## src/rtl/mul32_mac.sv

```systemverilog
// mul32_mac: iterative unsigned multiply-accumulate, p = a*b + c (32x32 + 32 -> 64).
// Retires RADIX_BITS multiplier bits per BUSY cycle; valid/ready handshake on input and output.
`default_nettype none

module mul32_mac #(
  parameter int RADIX_BITS = 2
) (
  input  logic        clk,
  input  logic        rstn,
  input  logic        in_valid,
  output logic        in_ready,
  input  logic [31:0] a,
  input  logic [31:0] b,
  input  logic [31:0] c,
  output logic        out_valid,
  input  logic        out_ready,
  output logic [63:0] p
);

  localparam int STEPS = 32 / RADIX_BITS;
  localparam int CNT_W = (STEPS > 1) ? $clog2(STEPS) : 1;
  localparam logic [CNT_W-1:0] LAST_STEP = CNT_W'(STEPS - 1);

  typedef enum logic [1:0] {
    S_IDLE = 2'd0,
    S_BUSY = 2'd1,
    S_DONE = 2'd2
  } state_t;

  state_t r_state;
  state_t w_state_nxt;

  logic [63:0]      r_mcand;
  logic [31:0]      r_mplier;
  logic [63:0]      r_acc;
  logic [CNT_W-1:0] r_count;
  logic [63:0]      r_p;

  logic [63:0] w_pp;
  logic [63:0] w_acc_nxt;
  logic        w_last;

  // The multiplicand is kept pre-shifted by RADIX_BITS*count, so each step only
  // needs the small digit-times-multiplicand product, built from shifted adds.
  always_comb begin
    w_pp = '0;
    for (int i = 0; i < RADIX_BITS; i++) begin
      if (r_mplier[i]) begin
        w_pp = w_pp + (r_mcand << i);
      end
    end
  end

  assign w_acc_nxt = r_acc + w_pp;
  assign w_last    = (r_count == LAST_STEP);
  assign p         = r_p;

  always_ff @(posedge clk) begin
    if (!rstn) begin
      r_state <= S_IDLE;
    end else begin
      r_state <= w_state_nxt;
    end
  end

  always_comb begin
    w_state_nxt = r_state;
    in_ready    = 1'b0;
    out_valid   = 1'b0;
    case (r_state)
      S_IDLE: begin
        in_ready = 1'b1;
        if (in_valid) begin
          w_state_nxt = S_BUSY;
        end
      end
      S_BUSY: begin
        if (w_last) begin
          w_state_nxt = S_DONE;
        end
      end
      S_DONE: begin
        out_valid = 1'b1;
        if (out_ready) begin
          w_state_nxt = S_IDLE;
        end
      end
      default: w_state_nxt = S_IDLE;
    endcase
  end

  always_ff @(posedge clk) begin
    if (!rstn) begin
      r_mcand  <= '0;
      r_mplier <= '0;
      r_acc    <= '0;
      r_count  <= '0;
      r_p      <= '0;
    end else begin
      case (r_state)
        S_IDLE: begin
          if (in_valid) begin
            r_mcand  <= {32'b0, a};
            r_mplier <= b;
            r_acc    <= {32'b0, c};
            r_count  <= '0;
          end
        end
        S_BUSY: begin
          r_acc    <= w_acc_nxt;
          r_mcand  <= r_mcand << RADIX_BITS;
          r_mplier <= r_mplier >> RADIX_BITS;
          r_count  <= r_count + CNT_W'(1);
          if (w_last) begin
            r_p <= w_acc_nxt;
          end
        end
        default: ;
      endcase
    end
  end

endmodule

`default_nettype wire
```

## config.mk

```make
export PLATFORM = sky130hd
export DESIGN_NAME = mul32_mac
export DESIGN_NICKNAME = d
export VERILOG_FILES = /design/src/rtl/mul32_mac.sv
export SDC_FILE = /design/constraint.sdc
export NUM_CORES = 1
export LEC_CHECK = 0
export ABC_AREA = 1
export CAP_MARGIN = 20
export CORE_MARGIN = 10
export CORE_UTILIZATION = 40
export DETAILED_ROUTE_END_ITERATION = 16
export PLACE_DENSITY = 0.65
export SLEW_MARGIN = 20
export SYNTH_ARGS = -nofsm -noshare
export SYNTH_HDL_FRONTEND = slang
export SYNTH_SLANG_ARGS = --single-unit
export TNS_END_PERCENT = 30
```

## constraint.sdc

```tcl
create_clock -name clk -period 12 [get_ports clk]
set_input_delay 2.4 -clock clk [delete_from_list [all_inputs] [get_ports clk]]
set_output_delay 2.4 -clock clk [all_outputs]
set_load 0.03 [all_outputs]
```

==> metrics.md <==
| Metric | Value |
|---|---|
| Status | `completed` |
| FMAX | `159 MHz` |
| Number of I/O port buffers | `165` |
| Number of DRC markers in iteration 0 | `1746` |
| Setup Slack @ Placement | `5.86 ns` |
| CTS HTree Levels | `1` |
| Actual transition at the worst max-transition pin | `0.978 ns` |
| WP data arrival | `6.74 ns` |
| Worst path required time | `12.47 ns` |
| Total via count after detailed routing | `20100` |
| Vias in the first global route | `19300` |
| Clock slew at reported path FFs | `0.06 ns` |
| Clock period minus worst slack | `6.27 ns` |
| Slack of the critical path | `5.73 ns` |
| DIE AREA | `55100 um2` |
| Most used flip-flop cell after synthesis | `dfxtp_1` |
| Number of sinks on the clock net | `230` |
| Ratio of cells with drive above 1 in the final layout | `3.97%` |
| Starting density of the core | `40.6%` |
| Setup Viol. Count Final | `0` |
| Max cap viols | `0` |
| Vias per inst | `5.32` |
| Number of buffers on the longest clock path | `3` |
| Kind of critical path | `register to register` |
| Synthesized instance count | `3051` |
| GRT Util Overall | `22.9%` |
| Worst min-delay path startpoint | `p[0]` |
| Register-to-register path setup slack | `5.73 ns` |
| Maximum single-stage delay on the critical path | `0.67 ns` |
| Worst slew margin relative to its limit | `34.8%` |
| Final clock skew | `0.00981 ns` |
| Area of the core region | `45500 um2` |
| Part of the cycle the worst path needs | `52.3%` |
| Antenna violations before repair | `0` |
| Number of distinct standard cells referenced by the synthesized netlist | `54` |
| Sequential element share of the synthesized area | `24.9%` |
| Total buffers and inverters traversed by the critical path | `3` |
| Max-slew violation count | `0` |
| Setup fix buffers added after clock tree synthesis | `0` |
| Final routed wirelength across all metal layers | `66800 um` |
| Number of hold buffers added after cts | `0` |
| Placed wire-length estimate after detailed placement | `53000 um` |
| Number of nets at the end of the flow | `3359` |
| Final routed wire length divided by cell count | `17.7 um` |
| Count of yosys warnings during synthesis | `0` |
| Largest vdd supply drop | `0.103 mV` |
| Mean area per synthesized cell | `6.05 um2` |
| Cell repeated most along the worst path | `nand2_1` |
| Worst path top cell family by delay | `simple AND/OR/NAND/NOR gates` |
| Leakage component of the power | `10.1 nW` |
| Height of the chip | `235 um` |
| Diode insertion count for antenna repair | `0` |
| DRC violation count after routing | `0` |
| TritonCTS clock tree | `yes` |
| Post-Syn Area | `18500 um2` |
| Worst min-delay path category | `register to register` |
| DIE WIDTH | `235 um` |
| Syn_nets | `3257` |
| Num ports | `166` |
| Cell Pwr Density | `90.5 nW/um2` |
| Growth of design area from synthesis to finish | `16.3%` |
| Routability cong. | `1.09` |
| Reg-to-reg startpoint | `r_mplier[0]` |
| Async SR Flop Fraction | `0%` |
| Post-route ant nets | `0` |
| Total congestion overflow after global routing | `0` |
| Slowest CP cell | `buf_4` |
| Clock Tree Root | `clkbuf_16` |
| Worst setup EP type | `register` |
| CP max FO | `82` |
| Number of enable-type register cells in the synthesized netlist | `0` |
| Count of final hold-check violations | `0` |
| Total clock buffers created by CTS | `27` |
| Maximum number of pins on one net before global-route repair | `118` |
| Critical Path Start | `r_mplier[0]` |
| Number of synthesized register bits | `230` |
| RSZ-0062 raised after global routing | `false` |
| Latest clock arrival within the worst-skew pair | `0.55 ns` |
| Setup TNS after final layout | `0 ns` |
| Global-route wire length before repair | `105000 um` |
| CTS-repair resized insts | `0` |
| Row count | `78` |
| Worst Setup Start Kind | `register` |
| Drt pass-1 iters | `6` |
## where the power goes
group | internal, W | switching (W) | total [W]
Clock | 0.000514 | 0.000342 | 0.000856
Combinational | 0.0000941 | 0.000179 | 0.000274
Sequential | 0.000789 | 0.0000245 | 0.000814
Total | 0.00140 | 0.000546 | 0.00194
## metrics by stage
step / utilization [%] / area (um2) / hold slack (ns) / total power (W) / instances
4_1_cts: 47.2 / 21500 / 0.469 / 0.00197 / 3773
5_1_grt: 47.2 / 21500 / 0.487 / 0.00203 / 3773
2_1_floorplan: - / 18500 / 0.441 / 0.00100 / 3051
3_5_place_dp: 45.2 / 20500 / 0.461 / 0.00110 / 3724
6_report: 47.2 / 21500 / 0.466 / 0.00194 / 3773
3_3_place_gp: 45.2 / 20500 / 0.449 / 0.00110 / 3724
## sequential cells by signal, summed over array words and instances (netlist names)
name      cells
r_state       2
p            64
r_mplier     32
r_acc        64
r_count       4
r_mcand      64
## cell usage after synthesis, drive strengths merged (2+ instances only)
cell type | n | area (um2)
nor3 | 25 | 125
clkbuf | 87 | 327
clkinv | 2 | 7.51
nand2 | 895 | 3390
o221ai | 21 | 184
nand3 | 135 | 691
nor2 | 332 | 1270
a31o | 3 | 26.3
o211ai | 9 | 67.6
or2 | 23 | 146
a221oi | 10 | 87.6
and3 | 2 | 12.5
o22ai | 2 | 12.5
dfxtp | 230 | 4600
nand4 | 12 | 75.1
o21bai | 20 | 161
a21o | 33 | 248
a21boi | 4 | 37.5
xnor2 | 26 | 228
a22oi | 29 | 218
ha | 104 | 1300
nor4 | 11 | 75.1
xor2 | 60 | 548
a31oi | 74 | 463
inv | 394 | 1480
a21oi | 238 | 1190
buf | 18 | 113
o21a | 11 | 82.6
o21ai | 228 | 1160
nand3b | 5 | 37.5
fa | 2 | 40.0
## area by class of cell
cell class,count,area [um2]
multi-input cells,2320,12000
inverters,396,1490
repair buffers,178,1740
clock buffers,37,773
flip-flops and latches,230,4610
well taps,600,751
fillers,4911,24000
clock inverters,12,154
## cells by family after synthesis
| group | count (synthesis) | share of synthesized area, % |
|---|---|---|
| adders and majority gates | 106 | 7.27 |
| AOI/OAI and AO/OA | 687 | 21.6 |
| xor gates and xnor gates | 86 | 4.20 |
| and+or+nand+nor | 1441 | 31.6 |
| buffers and inverters | 501 | 10.4 |
| DFF | 230 | 24.9 |
## placed cells by master, fill, tap and decap left out, types with 14 or more instances in the layout
master	instances
o21ai_1	17
clkbuf_16	27
a21oi_1	237
nand2_1	881
inv_1	387
o221ai_1	21
o21bai_1	19
xor2_1	57
ha_1	104
a31oi_1	74
nand3_1	132
dfxtp_1	228
a21o_1	33
o21ai_0	207
a22oi_1	29
nand2_2	14
nor3_1	25
xnor2_1	26
or2_2	15
clkdlybuf4s50_1	164
nor2_1	323
## path summary, 6_finish.rpt
check                           cells past startpoint         to
worst min register to register                      2       p[0]
worst max-delay path                               28  r_acc[51]
worst min-delay path                                2       p[0]
worst max register to register                     28  r_acc[51]
## worst reg2reg max path, delay by kind of cell, from the launching register on
family | cells | cell delay (ns)
and+or+nand+nor | 14 | 2.55
AOI/OAI and AO/OA | 8 | 1.54
buffers and inverters | 3 | 0.94
xor gates and xnor gates | 1 | 0.25
adders and majority gates | 2 | 0.61
DFF | 1 | 0.31
## layer usage
layer / up-vias / global-route usage, % / share of wire, %
li1: 10100 / - / -
met1: 9297 / 31.0 / 47
met2: 562 / 37.5 / 45
met3: 75 / 3.07 / 6.1
met4: 0 / 5.79 / 2.2
met5: - / 0 / 0
(Power assumes the default switching activity.)
